### src/rtl/button_debounce.sv
// Push-button conditioner: 2-FF synchroniser, per-button debounce FSM with
// stability counter, clean level output, press/release pulses and optional
// auto-repeat press pulses while a button is held.
module button_debounce #(
    parameter int unsigned N_BTN           = 2,
    parameter int unsigned DEBOUNCE_CYCLES = 500000,
    parameter int unsigned REPEAT_DELAY    = 25000000,
    parameter int unsigned REPEAT_PERIOD   = 5000000
) (
    input  logic             clk_i,
    input  logic             rst_ni,
    input  logic [N_BTN-1:0] btn_ni,
    input  logic             repeat_en_i,
    output logic [N_BTN-1:0] btn_level_o,
    output logic [N_BTN-1:0] btn_press_o,
    output logic [N_BTN-1:0] btn_release_o
);

    localparam int unsigned DcntW = $clog2(DEBOUNCE_CYCLES + 1);
    localparam int unsigned RcntW = $clog2(REPEAT_DELAY + 1);

    typedef logic [DcntW-1:0] dcnt_t;
    typedef logic [RcntW-1:0] rcnt_t;

    localparam dcnt_t DcntLast = dcnt_t'(DEBOUNCE_CYCLES - 1);
    localparam dcnt_t DcntSat  = dcnt_t'(DEBOUNCE_CYCLES);
    localparam rcnt_t RcntFire = rcnt_t'(REPEAT_DELAY - 1);
    localparam rcnt_t RcntSat  = rcnt_t'(REPEAT_DELAY);
    // After a repeat pulse, reloading here makes the next fire REPEAT_PERIOD cycles later.
    localparam rcnt_t RcntReload = rcnt_t'(REPEAT_DELAY - REPEAT_PERIOD);

    typedef enum logic [1:0] {
        StReleased,
        StPressChk,
        StHeld,
        StReleaseChk
    } state_e;

    // Sync flops hold the raw (active-low) value; reset to 1 means released.
    logic [N_BTN-1:0] sync1_q;
    logic [N_BTN-1:0] sync2_q;
    logic [N_BTN-1:0] pressed;

    // Two-stage synchroniser for the asynchronous button inputs.
    always_ff @(posedge clk_i or negedge rst_ni) begin
        if (!rst_ni) begin
            sync1_q <= '1;
            sync2_q <= '1;
        end else begin
            sync1_q <= btn_ni;
            sync2_q <= sync1_q;
        end
    end

    assign pressed = ~sync2_q;

    for (genvar i = 0; i < N_BTN; i++) begin : g_btn
        state_e state_q;
        dcnt_t  dcnt_q;
        rcnt_t  rcnt_q;
        rcnt_t  rcnt_step;
        logic   rep_fire;
        logic   press_q;
        logic   release_q;

        // Next repeat-counter value and repeat-fire flag while the button is held.
        always_comb begin
            rep_fire  = 1'b0;
            rcnt_step = rcnt_q;
            if (!repeat_en_i) begin
                rcnt_step = '0;
            end else if (rcnt_q == RcntFire) begin
                rep_fire  = 1'b1;
                rcnt_step = RcntReload;
            end else if (rcnt_q != RcntSat) begin
                rcnt_step = rcnt_q + rcnt_t'(1);
            end
        end

        // Debounce FSM with registered press/release pulses.
        always_ff @(posedge clk_i or negedge rst_ni) begin
            if (!rst_ni) begin
                state_q   <= StReleased;
                dcnt_q    <= '0;
                rcnt_q    <= '0;
                press_q   <= 1'b0;
                release_q <= 1'b0;
            end else begin
                press_q   <= 1'b0;
                release_q <= 1'b0;
                unique case (state_q)
                    StReleased: begin
                        rcnt_q <= '0;
                        if (pressed[i]) begin
                            state_q <= StPressChk;
                            dcnt_q  <= dcnt_t'(1);
                        end
                    end
                    StPressChk: begin
                        if (!pressed[i]) begin
                            state_q <= StReleased;
                            dcnt_q  <= '0;
                        end else if (dcnt_q == DcntLast) begin
                            state_q <= StHeld;
                            dcnt_q  <= '0;
                            rcnt_q  <= '0;
                            press_q <= 1'b1;
                        end else if (dcnt_q != DcntSat) begin
                            dcnt_q <= dcnt_q + dcnt_t'(1);
                        end
                    end
                    StHeld: begin
                        rcnt_q  <= rcnt_step;
                        press_q <= rep_fire;
                        if (!pressed[i]) begin
                            state_q <= StReleaseChk;
                            dcnt_q  <= dcnt_t'(1);
                        end
                    end
                    StReleaseChk: begin
                        if (pressed[i]) begin
                            // Bounce back to held: no pulse, repeat timing carries on.
                            state_q <= StHeld;
                            dcnt_q  <= '0;
                            rcnt_q  <= rcnt_step;
                            press_q <= rep_fire;
                        end else if (dcnt_q == DcntLast) begin
                            state_q   <= StReleased;
                            dcnt_q    <= '0;
                            rcnt_q    <= '0;
                            release_q <= 1'b1;
                        end else begin
                            if (dcnt_q != DcntSat) begin
                                dcnt_q <= dcnt_q + dcnt_t'(1);
                            end
                            rcnt_q  <= rcnt_step;
                            press_q <= rep_fire;
                        end
                    end
                endcase
            end
        end

        assign btn_level_o[i]   = (state_q == StHeld) || (state_q == StReleaseChk);
        assign btn_press_o[i]   = press_q;
        assign btn_release_o[i] = release_q;
    end

endmodule

### config.mk
export PLATFORM = sky130hd
export DESIGN_NAME = button_debounce
export DESIGN_NICKNAME = d
export VERILOG_FILES = /design/src/rtl/button_debounce.sv
export SDC_FILE = /design/constraint.sdc
export NUM_CORES = 1
export LEC_CHECK = 0
export ABC_CLOCK_PERIOD_IN_PS = 3200
export BUFFER_PORTS_ARGS = -buffer_cell sky130_fd_sc_hd__buf_2
export CAP_MARGIN = 0
export CORE_UTILIZATION = 63
export CTS_CLUSTER_DIAMETER = 50
export DETAILED_ROUTE_END_ITERATION = 10
export GPL_ROUTABILITY_DRIVEN = 0
export PLACE_DENSITY = 0.87
export SETUP_SLACK_MARGIN = 0.2
export SKIP_LAST_GASP = 1
export SLEW_MARGIN = 20
export SYNTH_ARGS = -nofsm -noshare
export SYNTH_HDL_FRONTEND = slang
export SYNTH_SLANG_ARGS = --single-unit
### constraint.sdc
create_clock -name clk_i -period 3.2 [get_ports clk_i]
set_clock_uncertainty 0.1 [all_clocks]
set_input_delay 0.48 -clock clk_i [delete_from_list [all_inputs] [get_ports clk_i]]
set_output_delay 0.48 -clock clk_i [all_outputs]
set_load 0.005 [all_outputs]
Word level (Yosys, flattened, before mapping)

Cells that the tools add are included.

Register bits: 100
Bits of input ports: 5
Output and inout port bits: 6
Word-level logic and storage cells: 115

Bitwise operators: 1
Mux-type cells: 62
Eq/ne operators: 26
Reduce and logical (&&, ||, !) cells: 10
Add/subtract/negate cells: 4

Operators by type and width:

| kind                    | count |
|---|---|
| $mux W25                | 14 |
| $mux W19                | 12 |
| $pmux W25 S4            | 2 |
| $pmux W19 S4            | 2 |
| $add A25 B1 Y25 const B | 2 |
| $eq A25 B25 Y1 const B  | 2 |
| $ne A25 B25 Y1 const B  | 2 |
| $add A19 B1 Y19 const B | 2 |
| $eq A19 B19 Y1 const B  | 2 |
| $ne A19 B19 Y1 const B  | 2 |
| $mux W2                 | 12 |
| $mux W1                 | 16 |
| $ne A2 B2 Y1 const B    | 8 |
| $pmux W2 S4             | 2 |
| $ne A3 B3 Y1 const B    | 4 |
| $eq A2 B2 Y1 const B    | 4 |
| $reduce_and A2 Y1       | 4 |
| $reduce_and A4 Y1       | 2 |
| $pmux W1 S3             | 2 |
| $eq A2 B1 Y1 const B    | 2 |
| $logic_not A2 Y1        | 2 |
| $logic_or A1 B1 Y1      | 2 |
| $not A2 Y2              | 1 |

Logic depth before layout (Yosys ltp)

Depth in word-level cells: 7
Mapped depth: 9
Depth with buffers taken out: 6

Least setup slack after synthesis

OpenSTA, ideal clock, no wires.

Kind: register to register
Start point: register g_btn[0].dcnt_q[7]
End point: register g_btn[0].rcnt_q[2]
Stages on the path, launching flop included: 8
Setup time: 0.125 ns
Period minus slack after synthesis: 2.578 ns
Required time: 2.975 ns
Slack: 0.622 ns
Buffers on the path: 2
Data arrival time: 2.353 ns
Cells stage by stage: dfrtp_1 -> or4b_1 -> or4_4 -> buf_6 -> o41ai_4 -> buf_6 -> o21ai_2 -> mux2_4

Word-level cells in the longest chain between the ends: 4
Elaborated cells between the ends (all ways): 6
Classes of those cells: eq/ne: 2; mux: 3; reduce/logical: 1

RTL lines:

| item                   | RTL line | source |
|---|---|---|
| start, declared        | 59       | `dcnt_t dcnt_q;` |
| start signal, assigned | 96       | `dcnt_q <= dcnt_t'(1);` |
| start signal, assigned | 109      | `dcnt_q <= dcnt_q + dcnt_t'(1);` |
| start signal, assigned | 117      | `dcnt_q <= dcnt_t'(1);` |
| $eq A19 B19 Y1 (*)     | 103, 127 |  |
| $mux W25               | 127      | `end else if (dcnt_q == DcntLast) begin` |
| $mux W25               | 121      | `if (pressed[i]) begin` |
| $pmux W25 S4           | 91       | `unique case (state_q)` |
| end signal, assigned   | 113      | `rcnt_q <= rcnt_step;` |
| end signal, assigned   | 125      | `rcnt_q <= rcnt_step;` |
| end signal, assigned   | 136      | `rcnt_q <= rcnt_step;` |
| end, declared          | 60       | `rcnt_t rcnt_q;` |

Mark *: on every way between the ends. The rest lies on a longest branch, timed or not.
A chain may end at the register's enable or synchronous reset.

Final worst setup path

Start point: register g_btn[0].dcnt_q[7]
End point: register g_btn[0].rcnt_q[3]

Same word-level chain as after synthesis.

==> flow_summary.json <==
{
  "postCtsSetupRepairBufs": 0,
  "htree_levels": 3,
  "criticalPathCategory": "reg2reg",
  "max_freq_ghz": 0.361,
  "cts.path.max_buffers": 2,
  "r2r_setup_slack_ns": 0.43,
  "synthMuxAreaShare_pct": 1.12,
  "worst_slew_pin_slew_ns": 0.674,
  "yosysUniqueCellTypes": 68,
  "drt-initial-drc-count": 330,
  "dpl-instance-area_um2": 6190,
  "routedWlPerCell_um": 16.8,
  "hold_violations": 3,
  "final_common_cell": "dfrtp_1",
  "r2r_start": "g_btn[0].dcnt_q[7]",
  "cts_tree": "yes",
  "hold_ws_ns": -0.00723,
  "vdd_drop_max_mv": 0.343,
  "p_total_mw": 2.27,
  "setup_viol_count_final": 0,
  "relSlewSlack_pct": 54.9,
  "pin_count": 11,
  "ff_latch_area_um2": 2510,
  "synth.yosys.seq_area_share_pct": 41.4,
  "grt_pass1_vias": 5140,
  "core-area_um2": 9280,
  "synth_top_family_by_area": "simple AND/OR/NAND/NOR gates",
  "track_usage_pct": 30.1,
  "synth-async-reset-ratio_pct": 100,
  "cts_buffers": 9,
  "arrival_ns": 2.94,
  "syn_nets": 707,
  "drive_gt1_share_pct": 9.17,
  "path_max_fanout": 13,
  "power_density_nw_per_um2": 355,
  "overflow": 0,
  "io_buffers": 10,
  "grt_setup_unrepaired": "false",
  "fin_nets": 695,
  "startpoint_type": "flip-flop",
  "maxCapViolations": 0,
  "p_leak_nw": 2.58,
  "synthTopCellsByArea": "dfrtp_1, nand3_1, nand2_1, a31oi_1, o21ai_0",
  "grt_start_max_net_pins": 55,
  "synth_xor_area_share_pct": 2.17,
  "syn_to_final_growth_pct": 5.66,
  "grt_pass1_wl_mm": 24.2,
  "synth_compound_area_share_pct": 21.4,
  "regToRegEndpoint": "g_btn[0].rcnt_q[3]",
  "status": "complete, but fails checks",
  "clockRootBuffer": "clkbuf_8",
  "via_count": 5475,
  "syn_inst": 694,
  "dp_hpwl_mm": 9.51,
  "globalRouteMet1Util_pct": 41.0,
  "syn-mean-instance-area_um2": 8.73,
  "dieArea_um2": 10000,
  "cts_sinks": 100,
  "chipWidth_um": 100,
  "ctsHoldBuffers": 0,
  "worst-r2r-cell-count": 5,
  "hp-class": "in2async",
  "synthDominantCellAreaShare_pct": 39.6,
  "antenna_found_initial": 0,
  "synth-edff-count": 0,
  "busiest_layer": "met2",
  "period_needed_ns": 2.77,
  "crit_path_end_kind": "flip-flop",
  "fin_crit_sh_pct": 86.6,
  "met3_usage_pct": 5.15,
  "fin_cells": 816,
  "initial_core_util_pct": 65.3,
  "synthSimpleGateAreaFrac_pct": 27.3,
  "yosys.area.top_type": "dfrtp_1",
  "postRouteAntennaNets": 0,
  "final_cell_mix": "dfrtp_1, nand2_1, nand3_1, o21ai_0, a31oi_1",
  "use_met2_pct": 49.3,
  "violations": "negative hold slack",
  "yosysWarnings": 0,
  "diodes": 0,
  "multiInputGateArea_um2": 3260,
  "syn_area_um2": 6060,
  "drtPass1Iterations": 5,
  "cp.required_ns": 3.37,
  "dp.cells": 800,
  "clk_pin_slew_ns": 0.10,
  "via_per_inst": 6.71,
  "final.fill_count": 738,
  "final_area_um2": 6400,
  "drv_slew": 0,
  "ctsResizeCount": 0,
  "wirelength_mm": 13.7,
  "yosys_register_bits": 100,
  "insertion_delay_ns": 0.38,
  "setup_tns_ns": 0,
  "ys.flop_type": "dfrtp_1",
  "synthAdderAreaFrac_pct": 1.65,
  "drc_errors": 0,
  "rows": 35,
  "fp.dieH_um": 100
}
==> cell families after synthesis <==
family,count (synthesis)
compound gates,193
simple gates,301
fa+ha+maj,8
buf+inv,71
xor+xnor,15
flops,100
mux,6
==> final cells by class <==
cell class / count / share of cell area, %
multi-input cells: 523 / 51.0
clock inverters: 7 / 1.33
well taps: 129 / 2.52
inverters: 24 / 1.41
flip-flops and latches: 100 / 39.2
repair buffers: 24 / 2.66
clock buffers: 9 / 1.93
==> power breakdown <==
group / switching, mW / leakage [nW] / internal, mW / total (mW)
clock network: 0.485 / 0.0995 / 0.375 / 0.859
registers: 0.0180 / 1.37 / 1.28 / 1.29
logic: 0.0832 / 1.11 / 0.0380 / 0.121
==> cells in the mapped netlist (7+ instances only) <==
cell type and count:
a21o_1 17, a21oi_1 26, a22o_1 17, a31oi_1 38, and3_1 15, and4_1 8, clkbuf_1 36, dfrtp_1 96
ha_1 8, inv_1 24, nand2_1 67, nand3_1 58, nand4_1 20, nor2_1 28, nor3_1 15, nor4_1 17
o21ai_0 44, o31ai_1 7, or3_1 25, or4_1 7, xnor2_1 8, xor2_1 7
==> metrics by stage <==
step	setup WS, ns	util, %	hold slack, ns
after global routing	0.295	69.0	0.0454
after detailed placement	0.460	66.7	0.247
final	0.430	69.0	-0.00723
after floorplan	0.622	-	0.0844
after global placement	0.509	66.7	0.245
after CTS	0.443	69.0	0.0208
==> layer usage <==
layer	part of all wire [%]	wire [µm]
met3	6.7	920
met4	1.3	181
met5	0	0
met2	49	6690
met1	43	5950
==> registers in the layout, summed over array words and instances (netlist names), named ones only <==
signal and cells:
sync2_q 2, g_btn.press_q 2, g_btn.release_q 2, g_btn.rcnt_q 50, g_btn.state_q 2, sync1_q 2, g_btn.dcnt_q 38
==> worst max-delay path by stage <==
stage	from	to	slack, ns	cells past startpoint
after floorplan	g_btn[0].dcnt_q[7]	g_btn[0].rcnt_q[2]	0.62	7
after CTS	g_btn[0].dcnt_q[7]	g_btn[0].rcnt_q[7]	0.44	5
final	g_btn[0].dcnt_q[7]	g_btn[0].rcnt_q[3]	0.43	5
after detailed placement	g_btn[0].dcnt_q[7]	g_btn[0].rcnt_q[7]	0.46	5
after global routing	g_btn[0].dcnt_q[7]	g_btn[0].rcnt_q[3]	0.30	5
after global placement	g_btn[0].dcnt_q[7]	g_btn[0].rcnt_q[2]	0.51	6
==> critical path, cell delays in order (launching register included) <==
cell and delay, ns:
dfrtp_1 0.44, or4b_1 0.56, or4_4 0.60, o41a_1 0.63, a31oi_1 0.25, o21ai_0 0.09
(Power assumes the default switching activity.)
